## config.mk

```make
export PLATFORM = sky130hd
export DESIGN_NAME = decode_stage
export DESIGN_NICKNAME = d
export VERILOG_FILES = /design/src/rtl/decode_pkg.sv /design/src/rtl/decode_stage_imm_gen.sv /design/src/rtl/decode_stage.sv
export SDC_FILE = /design/constraint.sdc
export NUM_CORES = 1
export LEC_CHECK = 0
export BUFFER_PORTS_ARGS = -buffer_cell sky130_fd_sc_hd__clkbuf_2
export CORE_ASPECT_RATIO = 1.25
export CORE_MARGIN = 5
export CORE_UTILIZATION = 45
export CTS_CLUSTER_SIZE = 40
export DETAILED_ROUTE_END_ITERATION = 8
export GPL_TIMING_DRIVEN = 1
export PLACE_DENSITY_LB_ADDON = 0.12
export SETUP_SLACK_MARGIN = 0.2
export SLEW_MARGIN = 25
export SYNTH_ARGS = -nofsm -noshare
export SYNTH_HDL_FRONTEND = slang
export SYNTH_SLANG_ARGS = --single-unit
```

## constraint.sdc

```tcl
create_clock -name clk -period 2.75 [get_ports clk]
set_input_delay 0.1375 -clock clk [delete_from_list [all_inputs] [get_ports clk]]
set_output_delay 0.1375 -clock clk [all_outputs]
set_load 0.02 [all_outputs]
```

## src/rtl/decode_pkg.sv

```systemverilog
// Shared RV32I decode types: opcodes, instruction classes, the decoded bundle.
package decode_pkg;

  localparam int INST_W = 32;

  localparam logic [6:0] OPC_LUI    = 7'h37;
  localparam logic [6:0] OPC_AUIPC  = 7'h17;
  localparam logic [6:0] OPC_JAL    = 7'h6F;
  localparam logic [6:0] OPC_JALR   = 7'h67;
  localparam logic [6:0] OPC_BRANCH = 7'h63;
  localparam logic [6:0] OPC_LOAD   = 7'h03;
  localparam logic [6:0] OPC_STORE  = 7'h23;
  localparam logic [6:0] OPC_OP_IMM = 7'h13;
  localparam logic [6:0] OPC_OP     = 7'h33;
  localparam logic [6:0] OPC_FENCE  = 7'h0F;
  localparam logic [6:0] OPC_SYSTEM = 7'h73;

  typedef enum logic [3:0] {
    CLS_LUI, CLS_AUIPC, CLS_JAL, CLS_JALR, CLS_BRANCH, CLS_LOAD,
    CLS_STORE, CLS_OP_IMM, CLS_OP, CLS_FENCE, CLS_SYSTEM, CLS_ILLEGAL
  } inst_class_e;

  // Occupancy of the stage: number of valid entries held.
  typedef enum logic [1:0] {
    ST_EMPTY = 2'd0,
    ST_ONE   = 2'd1,
    ST_FULL  = 2'd2
  } dec_state_e;

  typedef struct packed {
    inst_class_e        cls;
    logic [4:0]         rd;
    logic [4:0]         rs1;
    logic [4:0]         rs2;
    logic [INST_W-1:0]  imm;
    logic [2:0]         funct3;
    logic               alt;
    logic               uses_rs1;
    logic               uses_rs2;
    logic               writes_rd;
    logic               illegal;
  } decoded_t;

endpackage

```

## src/rtl/decode_stage_imm_gen.sv

```systemverilog
// Immediate generator: picks the RV32I immediate format from the decoded class.
module imm_gen
  import decode_pkg::*;
(
  input  logic [INST_W-1:7] inst_i,
  input  inst_class_e       cls_i,
  output logic [INST_W-1:0] imm_o
);

  // Format select; R-type and illegal words carry no immediate.
  always_comb begin
    imm_o = '0;
    case (cls_i)
      CLS_JALR, CLS_LOAD, CLS_OP_IMM, CLS_FENCE, CLS_SYSTEM:
        imm_o = {{20{inst_i[31]}}, inst_i[31:20]};
      CLS_STORE:
        imm_o = {{20{inst_i[31]}}, inst_i[31:25], inst_i[11:7]};
      CLS_BRANCH:
        imm_o = {{19{inst_i[31]}}, inst_i[31], inst_i[7], inst_i[30:25],
                 inst_i[11:8], 1'b0};
      CLS_LUI, CLS_AUIPC:
        imm_o = {inst_i[31:12], 12'b0};
      CLS_JAL:
        imm_o = {{11{inst_i[31]}}, inst_i[31], inst_i[19:12], inst_i[20],
                 inst_i[30:21], 1'b0};
      default: imm_o = '0;
    endcase
  end

endmodule

```

## src/rtl/decode_stage.sv

```systemverilog
// RV32I decode stage: combinational decode into a registered bundle, with a
// one-entry skid register so in_ready is registered and independent of out_ready.
module decode_stage
  import decode_pkg::*;
#(
  parameter int PC_W = 6,
  parameter int XLEN = 32
) (
  input  logic            clk,
  input  logic            rst,
  input  logic            flush,
  input  logic            in_valid,
  output logic            in_ready,
  input  logic [XLEN-1:0] in_inst,
  input  logic [PC_W-1:0] in_pc,
  output logic            out_valid,
  input  logic            out_ready,
  output logic [PC_W-1:0] out_pc,
  output logic [3:0]      out_class,
  output logic [4:0]      out_rd,
  output logic [4:0]      out_rs1,
  output logic [4:0]      out_rs2,
  output logic [XLEN-1:0] out_imm,
  output logic [2:0]      out_funct3,
  output logic            out_alt,
  output logic            out_uses_rs1,
  output logic            out_uses_rs2,
  output logic            out_writes_rd,
  output logic            out_illegal
);

  logic [6:0]  opc;
  logic [2:0]  f3;
  logic [6:0]  f7;
  inst_class_e cls;
  logic [INST_W-1:0] imm;
  decoded_t    dec;

  dec_state_e  state_q, state_d;
  logic        in_ready_q;
  decoded_t    out_q, skid_q;
  logic [PC_W-1:0] out_pc_q, skid_pc_q;
  logic        acc, otx, load_out, load_skid, skid_to_out;

  assign opc = in_inst[6:0];
  assign f3  = in_inst[14:12];
  assign f7  = in_inst[31:25];

  // Class decode with legality filtering; anything unrecognised is ILLEGAL.
  always_comb begin
    cls = CLS_ILLEGAL;
    if (in_inst[1:0] == 2'b11) begin
      case (opc)
        OPC_LUI:    cls = CLS_LUI;
        OPC_AUIPC:  cls = CLS_AUIPC;
        OPC_JAL:    cls = CLS_JAL;
        OPC_JALR:   if (f3 == 3'b000) cls = CLS_JALR;
        OPC_BRANCH: if (f3 != 3'b010 && f3 != 3'b011) cls = CLS_BRANCH;
        OPC_LOAD:   if (f3 != 3'b011 && f3 != 3'b110 && f3 != 3'b111) cls = CLS_LOAD;
        OPC_STORE:  if (f3 < 3'b011) cls = CLS_STORE;
        OPC_OP_IMM: begin
          if (f3 == 3'b001) begin
            if (f7 == 7'b0000000) cls = CLS_OP_IMM;
          end else if (f3 == 3'b101) begin
            if (f7 == 7'b0000000 || f7 == 7'b0100000) cls = CLS_OP_IMM;
          end else begin
            cls = CLS_OP_IMM;
          end
        end
        OPC_OP: begin
          if (f7 == 7'b0000000 ||
              (f7 == 7'b0100000 && (f3 == 3'b000 || f3 == 3'b101)))
            cls = CLS_OP;
        end
        OPC_FENCE:  cls = CLS_FENCE;
        OPC_SYSTEM: cls = CLS_SYSTEM;
        default:    cls = CLS_ILLEGAL;
      endcase
    end
  end

  imm_gen u_imm_gen (
    .inst_i (in_inst[INST_W-1:7]),
    .cls_i  (cls),
    .imm_o  (imm)
  );

  // Assemble the bundle; illegal words keep their raw fields but no side effects.
  always_comb begin
    dec           = '0;
    dec.cls       = cls;
    dec.rd        = in_inst[11:7];
    dec.rs1       = in_inst[19:15];
    dec.rs2       = in_inst[24:20];
    dec.imm       = imm;
    dec.funct3    = f3;
    dec.illegal   = (cls == CLS_ILLEGAL);
    dec.alt       = ((cls == CLS_OP) || (cls == CLS_OP_IMM && f3 == 3'b101)) ?
                    in_inst[30] : 1'b0;
    dec.uses_rs1  = !(cls inside {CLS_LUI, CLS_JAL, CLS_ILLEGAL});
    dec.uses_rs2  = (cls inside {CLS_OP, CLS_STORE, CLS_BRANCH});
    dec.writes_rd = (in_inst[11:7] != 5'd0) &&
                    (cls inside {CLS_LUI, CLS_AUIPC, CLS_JAL, CLS_JALR,
                                 CLS_LOAD, CLS_OP_IMM, CLS_OP, CLS_SYSTEM});
  end

  assign out_valid = (state_q != ST_EMPTY);
  assign in_ready  = in_ready_q;
  assign acc       = in_valid && in_ready_q;
  assign otx       = out_valid && out_ready;

  // Occupancy FSM: decides which register loads; flush wins over everything.
  always_comb begin
    state_d     = state_q;
    load_out    = 1'b0;
    load_skid   = 1'b0;
    skid_to_out = 1'b0;
    if (flush) begin
      state_d = ST_EMPTY;
    end else begin
      case (state_q)
        ST_EMPTY: if (acc) begin
          state_d  = ST_ONE;
          load_out = 1'b1;
        end
        ST_ONE: begin
          if (acc && otx) begin
            load_out = 1'b1;
          end else if (acc) begin
            state_d   = ST_FULL;
            load_skid = 1'b1;
          end else if (otx) begin
            state_d = ST_EMPTY;
          end
        end
        ST_FULL: if (otx) begin
          state_d     = ST_ONE;
          skid_to_out = 1'b1;
        end
        default: state_d = ST_EMPTY;
      endcase
    end
  end

  // State, ready and data registers; reset also clears the bundle contents.
  always_ff @(posedge clk) begin
    if (rst) begin
      state_q    <= ST_EMPTY;
      in_ready_q <= 1'b1;
      out_q      <= '0;
      out_pc_q   <= '0;
      skid_q     <= '0;
      skid_pc_q  <= '0;
    end else begin
      state_q    <= state_d;
      in_ready_q <= (state_d != ST_FULL);
      if (load_out) begin
        out_q    <= dec;
        out_pc_q <= in_pc;
      end else if (skid_to_out) begin
        out_q    <= skid_q;
        out_pc_q <= skid_pc_q;
      end
      if (load_skid) begin
        skid_q    <= dec;
        skid_pc_q <= in_pc;
      end
    end
  end

  assign out_pc        = out_pc_q;
  assign out_class     = out_q.cls;
  assign out_rd        = out_q.rd;
  assign out_rs1       = out_q.rs1;
  assign out_rs2       = out_q.rs2;
  assign out_imm       = out_q.imm;
  assign out_funct3    = out_q.funct3;
  assign out_alt       = out_q.alt;
  assign out_uses_rs1  = out_q.uses_rs1;
  assign out_uses_rs2  = out_q.uses_rs2;
  assign out_writes_rd = out_q.writes_rd;
  assign out_illegal   = out_q.illegal;

endmodule

```

Word level (Yosys, flattened, before mapping) --
Cells that the tools add are included.
Cells by class: $lt $le $gt $ge 1, mux-type cells 34, reductions and logical operators 26, equality and inequality tests 33
Operators by type and width (count):
- case mux 32 bit (5 select lines) | 1
- 2-to-1 mux 59 bit | 2
- case mux 4 bit (11 select lines) | 1
- 2-to-1 mux 4 bit | 9
- equality test 7 x 6 -> 1 bit (second input constant) | 4
- equality test 7 bit (second input constant) | 4
- equality test 4 x 3 -> 1 bit (second input constant) | 4
- equality test 4 bit (second input constant) | 4
- equality test 7 x 5 -> 1 bit (second input constant) | 2
- 2-to-1 mux 2 bit | 7
- 2-to-1 mux 6 bit | 2
- 2-to-1 mux 1 bit | 10
- logical AND 1 bit | 9
- equality test 4 x 2 -> 1 bit (second input constant) | 2
- nonzero test 8 bit | 1
- equality test 7 x 2 -> 1 bit (second input constant) | 1
- equality test 7 x 4 -> 1 bit (second input constant) | 1
- logical NOT 7 bit | 1
- != test 3 x 2 -> 1 bit (second input constant) | 2
- != test 3 bit (second input constant) | 2
- case mux 2 bit (3 select lines) | 1
- nonzero test 3 bit | 2
- nonzero test 5 bit | 1
- OR reduction 5 bit | 1
- other kinds (15) | 20
Word-level totals: register bits 133, logic and storage cells 120, output and inout bits 67, input bits 43

Longest topological paths before layout --
Gate-level depths: netlist (run 1).
word-level depth 12, gate-level depth with buffers 9, depth with buffers taken out 7

By module --
From an unflattened synthesis (run 1), not the netlist that was laid out.
Unflattened totals: cells, all modules 759, area, all modules 6373.6 um^2
By module, submodules not included:
- decode_stage | seq. area each 2662.6 um^2, area each 5781.8 um^2, instances 1, cells an instance 674
- imm_gen | seq. area each 0.0 um^2, area each 591.8 um^2, instances 1, cells an instance 85

Worst setup path before layout (run 1) --
No wires, ideal clock.
path kind register -> register, from register in_ready_q (netlist: in_ready), to register out_q, in the netlist out_imm[4], path buffers 1, stages on the path, launching flop included 7, arrival 1957 ps, period minus slack after synthesis 2048 ps, path slack 702 ps, setup time 91 ps, required time 2659 ps, cells stage by stage dfxtp_1 > nand2_1 > or2_2 > nor3_1 > clkbuf_1 > a211oi_1 > a311oi_1
Between the ends: word-level cells in the longest chain between the ends 6, elaborated cells between the ends (all ways) 8, those cells by class mux: 5; reduce/logical: 3
RTL lines:
- start, declared | RTL line decode_stage.sv:40 | logic in_ready_q;
- start signal, assigned | RTL line decode_stage.sv:156 | in_ready_q <= (state_d != ST_FULL);
- logical AND 1 bit * | RTL line decode_stage.sv:109 | assign acc = in_valid && in_ready_q;
- logical AND 1 bit | RTL line decode_stage.sv:127 | if (acc && otx) begin
- 2-to-1 mux 1 bit | RTL line decode_stage.sv:127
- case mux 1 bit (2 select lines) * | RTL line decode_stage.sv:121 | case (state_q)
- 2-to-1 mux 1 bit * | RTL line decode_stage.sv:118 | if (flush) begin
- 2-to-1 mux 59 bit / nonzero test 2 bit (equally long branches)
- end signal, assigned | RTL line decode_stage.sv:161 | out_q <= skid_q;
- end, declared | RTL line decode_stage.sv:41 | decoded_t out_q, skid_q;
Mark *: on every way between the ends. The rest lies on a longest branch, timed or not. A chain may end at the register's enable or synchronous reset.

Worst setup path after layout (run 1) --
from input in_inst[14], to register out_q, in the netlist out_imm[20]
Between the ends: word-level cells in the longest chain between the ends 11, elaborated cells between the ends (all ways) 37, those cells by class order compare: 1; eq/ne: 15; mux: 11; reduce/logical: 10
RTL lines:
- start, declared | RTL line decode_stage.sv:14 | input logic [XLEN-1:0] in_inst,
- equality test 3 bit / logical NOT 3 bit (equally long branches) | RTL line decode_stage.sv:64, decode_stage.sv:72, decode_stage.sv:57
- logical OR 1 bit | RTL line decode_stage.sv:72 | (f7 == 7'b0100000 && (f3 == 3'b000 || f3 == 3'b101)))
- logical AND 1 bit | RTL line decode_stage.sv:72
- logical OR 1 bit | RTL line decode_stage.sv:71 | if (f7 == 7'b0000000 ||
- 2-to-1 mux 2 bit | RTL line decode_stage.sv:71
- case mux 4 bit (11 select lines) * | RTL line decode_stage.sv:53 | case (opc)
- 2-to-1 mux 4 bit * | RTL line decode_stage.sv:52 | if (in_inst[1:0] == 2'b11) begin
- equality test 4 x 3 -> 1 bit (tied with other cells) | RTL line decode_stage_imm_gen.sv:13 | case (cls_i)
- OR reduction 5 bit / OR reduction 2 bit (equally long branches) | RTL line decode_stage_imm_gen.sv:13
- case mux 32 bit (5 select lines) * | RTL line decode_stage_imm_gen.sv:13
- 2-to-1 mux 59 bit * | RTL line decode_stage.sv:157 | if (load_out) begin
Marked as above.

==> results of run 1 <==
worst paths after layout:
kind / start / endpoint / slack, ns / cells past startpoint
setup / recovery: in_inst[14] / out_imm[20] / 0.45 / 8
hold / removal: in_inst[22] / skid_q[42] / 0.01 / 3
setup reg to reg: state_q[1] / out_rd[2] / 0.52 / 7
hold reg to reg: skid_q[50] / skid_q[50] / 0.46 / 2
cell type report:
class / instances / share of cell area (%)
tap: 171 / 2.89
multi-input combinational: 474 / 42.1
timing repair buffer: 135 / 10.7
inverter: 6 / 0.304
clock buffer: 18 / 5.93
clock inverter: 12 / 2.09
sequential: 133 / 35.9
power groups by stage:
stage	registers, W	clock network [W]	logic, W
global placement	0.00209	0	0.000502
global route	0.00205	0.00241	0.000572
CTS	0.00205	0.00232	0.000529
detailed placement	0.00209	0	0.000514
floorplan	0.00216	0	0.000256
finish	0.00205	0.00227	0.000527
sequential cells by signal, summed over array words and instances (netlist names):
register / count
in_ready: 1
out_alt: 1
out_class: 4
out_funct3: 3
out_illegal: 1
out_imm: 32
out_pc: 6
out_rd: 5
out_rs1: 5
out_rs2: 5
out_uses_rs1: 1
out_uses_rs2: 1
out_writes_rd: 1
skid_pc_q: 6
skid_q: 59
state_q: 2
worst min-delay path, stage by stage:
cell and delay (ns):
clkbuf_2 0.12, nand2_1 0.06, a21oi_1 0.05
kinds of logic (layout without fill, tap and decap cells):
family | after synthesis | after routing | synth area share (%)
AND/OR/NAND/NOR | 231 | 231 | 18.1
AO/OA/AOI/OAI | 179 | 179 | 22.4
flip-flops | 133 | 133 | 44.1
buffers and inverters | 64 | 171 | 4.73
multiplexers | 61 | 61 | 10.1
XOR/XNOR | 3 | 3 | 0.436
layer usage:
layer | share of wire (%) | GRT usage [%] | up-vias
li1 | - | - | 2644
met2 | 48 | 33.7 | 197
met3 | 6.6 | 4.91 | 24
met1 | 44 | 28.2 | 2611
met5 | 0 | 0 | -
met4 | 1.6 | 6.01 | 0
per-stage QoR:
| stage | cells | util (%) | worst slack, ns | hold slack, ns | cell area, um2 |
|---|---|---|---|---|---|
| after floorplan | 671 | - | 0.702 | 0.214 | 6030 |
| after global placement | 908 | 50.9 | 0.233 | 0.374 | 6700 |
| after detailed placement | 908 | 50.9 | 0.0777 | 0.385 | 6700 |
| after CTS | 949 | 56.2 | 0.479 | 0.00460 | 7410 |
| after global routing | 949 | 56.2 | 0.322 | 0.0133 | 7410 |
| final | 949 | 56.2 | 0.448 | 0.0111 | 7410 |
layout by cell type, fill, tap and decap left out, drive strengths merged, types with 13 or more instances in the layout:
master and instances:
a21oi 45, nor3 16, dfxtp 133, clkbuf 126, nor2 69, nand2 92
mux2i 61, buf 16, a211oi 65, a221oi 21, a311oi 13
==> results by group, run 1 <==
Logic synthesis
  – Area contributors post-synth: dfxtp_1, mux2i_1, a211oi_1
  – Register area share after synthesis: 44.1%
  – Number of synthesized flops with an enable pin: 0
  – Syn nets: 714
  – Async set-reset flop share out of synthesis: 0%
  – Syn Area/Cell: 8.99 um2
  – Commonest cells in the netlist: dfxtp_1, nand2_1, nor2_1, a211oi_1, mux2i_1
  – Most common cell in the synthesized netlist: dfxtp_1
  – Top FF cell, synth: dfxtp_1
  – Post-synth top area share: 44.1%
  – Number of synthesized register bits: 133
  – Library cells used by synthesis: 56
  – Leading area contributor after synthesis: dfxtp_1
  – Yosys warnings: 0
  – Cells after Synth: 671
  – Mapped Area: 0.00603 mm2

GRT
  – Vias in the first global route: 5197
  – Global-route wire length before repair: 27.1 mm
  – Remaining Overflow, GRT: 0
  – GR Util All Layers: 21.0%
  – Initial antenna violation count: 0
  – Maximum number of pins on one net before global-route repair: 93

Critical path
  – Nature of the critical path endpoint: flop
  – Critical path's top delay family: compound AO/OA/AOI/OAI gates
  – Crit path max fanout: 14
  – Worst path arrival time: 2.54 ns
  – Critical-path top delay cell: a21oi_2
  – CP startpoint kind: input pin
  – CP bufs+invs: 1
  – Max incr delay on CP: 0.67 ns
  – CP Class: input pin to flop
  – Worst EP required: 2.98 ns
  – Crit-path cells: clkbuf_2, nand2b_1, a311oi_1, o32ai_2, nor3_4, o21bai_4, a21oi_2, a221oi_1

Route
  – Post-route ant nets: 0
  – DRT iter0 DRCs: 383
  – WL per Instance: 17.7 um
  – Via-to-Cell Ratio: 5.77
  – Final wirelength: 16.8 mm
  – # DRC: 0
  – DR pass1 iterations: 5
  – Via count: 5476

Power
  – Comb power frac: 10.9%
  – Sequential power share: 42.3%
  – Worst IR drop on VDD: 0.000459 V
  – Clock share of power: 46.8%
  – Power Dens Cells: 654 mW/mm2
  – P_int: 0.00363 W
  – Sw Ratio: 25.0%
  – Lkg Pwr: 2.64 nW
  – Sw Pwr: 0.00121 W
  – Total Power: 0.00484 W

Clock tree
  – TritonCTS Buffers: 17
  – CTS tree: yes
  – Post-CTS setup buffer count: 0
  – Worst skew pair latency: 0.41 ns
  – H-tree depth: 4
  – Clock transition at the registers of the reported paths: 0.06 ns
  – Post-CTS Hold Buffers: 11
  – Clk root buf: clkbuf_16
  – Clk sink count: 133
  – Post_cts resized: 0
  – Clock buffer depth: 2

Die
  – Die height: 139 um
  – Initial core utilization: 45.8%
  – Num rows: 47
  – Die footprint: 0.0158 mm2
  – Core area: 0.0132 mm2
  – Die Width: 114 um
  – # IOs: 110

Timing
  – FMAX: 434 MHz
  – Slew @ Worst Pin: 0.992 ns
  – Slew Limit Fails: 0
  – Fin crit period: 2.30 ns
  – Max-slew headroom: 33.8%
  – Final hold vios: 0
  – Count of final setup violators: 0
  – Final Cycle Share: 83.7%
  – RSZ-0062 raised after global routing: no
  – Max Clock Skew: 0.00620 ns
  – TNS Setup: 0 ns

Cells and area
  – Filler cells: 1244
  – Area grow syn2layout: 22.8%
  – Sequential cell area: 0.00266 mm2
  – Antenna diodes: 0
  – Nets: 810
  – Multi-input logic area: 0.00312 mm2
  – Share of layout cells above drive strength 1: 23.5%

Run
  – Number of max-cap violations: 0

Placed design
  – Port Buf Inserts: 109
  – HPWL Detailed: 11.4 mm
  – Final GP Congestion: 0.893

Run status
  – Status: finished clean

Worst hold path
  – HP Class: input pin to flop
Note: power is estimated with default switching activity, not from simulation.
==> inputs of run 2 (changes only) <==
--- a/config.mk
+++ b/config.mk
@@ -5,6 +5,7 @@
 export SDC_FILE = /design/constraint.sdc
 export NUM_CORES = 1
 export LEC_CHECK = 0
+export ABC_AREA = 1
 export BUFFER_PORTS_ARGS = -buffer_cell sky130_fd_sc_hd__clkbuf_2
 export CORE_ASPECT_RATIO = 1.25
 export CORE_MARGIN = 5
==> constraint.sdc (replaced) <==
create_clock -name clk -period 2.2 [get_ports clk]
set_input_delay 0.11 -clock clk [delete_from_list [all_inputs] [get_ports clk]]
set_output_delay 0.11 -clock clk [all_outputs]
set_load 0.02 [all_outputs]
==> results by group, run 2 <==
Route
  – Via count: 6327
  – DR pass1 iterations: 6
  – Via-to-Cell Ratio: 5.11
  – Final wirelength: 18.3 mm
  – DRT iter0 DRCs: 432
  – Post-route ant nets: 0
  – # DRC: 0
  – WL per Instance: 14.8 um

Die
  – Num rows: 48
  – Die footprint: 0.0164 mm2
  – # IOs: 110
  – Initial core utilization: 45.7%
  – Die height: 142 um
  – Core area: 0.0138 mm2
  – Die Width: 116 um

Power
  – Worst IR drop on VDD: 0.000384 V
  – Total Power: 0.00612 W
  – Power Dens Cells: 789 mW/mm2
  – Lkg Pwr: 3.68 nW

Logic synthesis
  – Syn nets: 988
  – Synth Area in Adders: 0%
  – Post-Synth XOR/XNOR Area: 0%
  – Register area share after synthesis: 42.4%
  – Syn Area/Cell: 6.64 um2
  – Yosys warnings: 0
  – Number of synthesized register bits: 133
  – Top FF cell, synth: dfxtp_1
  – Async set-reset flop share out of synthesis: 0%
  – Number of synthesized flops with an enable pin: 0
  – Library cells used by synthesis: 36
  – Most common cell in the synthesized netlist: nand2_1
  – Mapped Area: 0.00628 mm2
  – Main combinational cell family by area after synthesis: simple AND/OR/NAND/NOR gates
  – Leading area contributor after synthesis: dfxtp_1
  – Commonest cells in the netlist: nand2_1, dfxtp_1, nor2_1, inv_1, nand3_1
  – Area contributors post-synth: dfxtp_1, nand2_1, nor2_1
  – Mux cell area share after synthesis: 0%
  – Compound-gate portion of the synthesized area: 16.1%
  – Cells after Synth: 945
  – Synth Area in Simple Gates: 31.9%
  – Post-synth top area share: 42.4%

Critical path
  – R2R Setup Slk: 0.42 ns
  – Worst EP required: 2.51 ns
  – Crit path max fanout: 5
  – R2R depth: 9
  – Most Frequent Cell on Critical Path: inv_1
  – CP startpoint kind: flop
  – Crit-path cells: nor2_1, inv_1, a21boi_1, nor2_4, nor2_2, inv_1, o221ai_1, o21bai_1, inv_1
  – FF-to-FF End: out_class[1]
  – CP bufs+invs: 3
  – Nature of the critical path endpoint: flop
  – Crit path from: state_q[1]
  – CP Class: flop to flop
  – CP endpoint: out_class[1]
  – Critical-path top delay cell: dfxtp_1
  – Max incr delay on CP: 0.35 ns
  – CP Depth: 9
  – RR Startpoint: state_q[1]
  – Critical path's top delay family: compound AO/OA/AOI/OAI gates
  – Worst path arrival time: 2.10 ns

Clock tree
  – CTS tree: yes
  – Clk root buf: clkbuf_16
  – Worst skew pair latency: 0.42 ns
  – TritonCTS Buffers: 17
  – Post-CTS setup buffer count: 0
  – Clock buffer depth: 2
  – Clock transition at the registers of the reported paths: 0.06 ns
  – Clk sink count: 133
  – H-tree depth: 4

Timing
  – Slew @ Worst Pin: 0.900 ns
  – Final Cycle Share: 81.1%
  – Slew Limit Fails: 0
  – FMAX: 560 MHz
  – Final hold vios: 0
  – Max-slew headroom: 40.0%
  – RSZ-0062 raised after global routing: no
  – Fin crit period: 1.78 ns
  – Count of final setup violators: 0
  – TNS Setup: 0 ns
  – Max Clock Skew: 0.00778 ns

Placed design
  – Final GP Congestion: 0.925
  – HPWL Detailed: 12.1 mm
  – Port Buf Inserts: 109

Cells and area
  – Most flop-heavy register: skid_q
  – Core Util, Final: 56.4%
  – Nets: 1093
  – Commonest non-fill, non-tap cell in the layout: nand2_1
  – Most frequent cells in the layout: nand2_1, dfxtp_1, nor2_1
  – Sequential cell area: 0.00266 mm2
  – Antenna diodes: 0
  – Share of layout cells above drive strength 1: 18.6%
  – Max reg flops: 59
  – Filler cells: 1411
  – Area grow syn2layout: 23.5%
  – Multi-input logic area: 0.00303 mm2

Worst hold path
  – Hold Path Stages: 3
  – HP Class: input pin to flop

GRT
  – Remaining Overflow, GRT: 0
  – Initial antenna violation count: 0
  – Maximum number of pins on one net before global-route repair: 82
  – GR Util All Layers: 22.7%
  – Vias in the first global route: 5979
  – Global-route wire length before repair: 29.9 mm

Run
  – Number of max-cap violations: 0

Run status
  – Status: finished clean
run 2: cell type report:
type	instances	area share (%)
Multi-Input combinational cell	664	39.1
Sequential cell	133	34.3
Timing Repair Buffer	143	11.7
Clock buffer	17	5.49
Inverter	91	4.44
Tap cell	175	2.82
Clock inverter	15	2.13
run 2: worst reg2reg max path, cell delays in order (launching register included):
cell	delay [ns]
dfxtp_1	0.35
nor2_1	0.15
inv_1	0.07
a21boi_1	0.25
nor2_4	0.11
nor2_2	0.22
inv_1	0.15
o221ai_1	0.20
o21bai_1	0.14
inv_1	0.05
run 2: kinds of logic after synthesis:
logic type / after synthesis
AO/OA/AOI/OAI: 178
buffers and inverters: 148
flip-flops: 133
AND/OR/NAND/NOR: 486
run 2: what timing repair did:
action / in CTS / in global routing
hold buffers: 13 / 0
endpoints found under the hold margin: 20 / 0
gates resized for setup: 0 / 4
setup endpoints to repair: 0 / 71
run 2: worst min path at each step:
stage,startpoint,end
CTS,in_inst[16],out_rs1[1]
detailed placement,flush,state_q[0]
finish,in_inst[16],out_rs1[1]
floorplan,flush,state_q[0]
global route,in_inst[25],skid_q[13]
global placement,flush,state_q[0]
run 2: where the power goes:
group          switching, W  total (W)  internal [W]
combinational      0.000461   0.000705      0.000244
clock               0.00123    0.00284       0.00161
sequential        0.0000563    0.00257       0.00251
run 2: per-stage QoR:
stage               std cells  hold slack (ns)  setup WS (ns)  area (um2)
floorplan                 945            0.186          0.436        6280
global placement         1193            0.318         0.0682        7030
detailed placement       1193            0.321         0.0813        7030
CTS                      1238         0.000595          0.253        7750
global route             1238          0.00448          0.199        7750
finish                   1238          0.00667          0.415        7750
run 2: routing by layer:
layer  track usage, %  wire length, um  vias up
met5                0                0        -
met2             37.5             8750      171
met4             7.70              385        0
li1                 -                -     3249
met1             29.8             8190     2880
met3             4.30              942       27
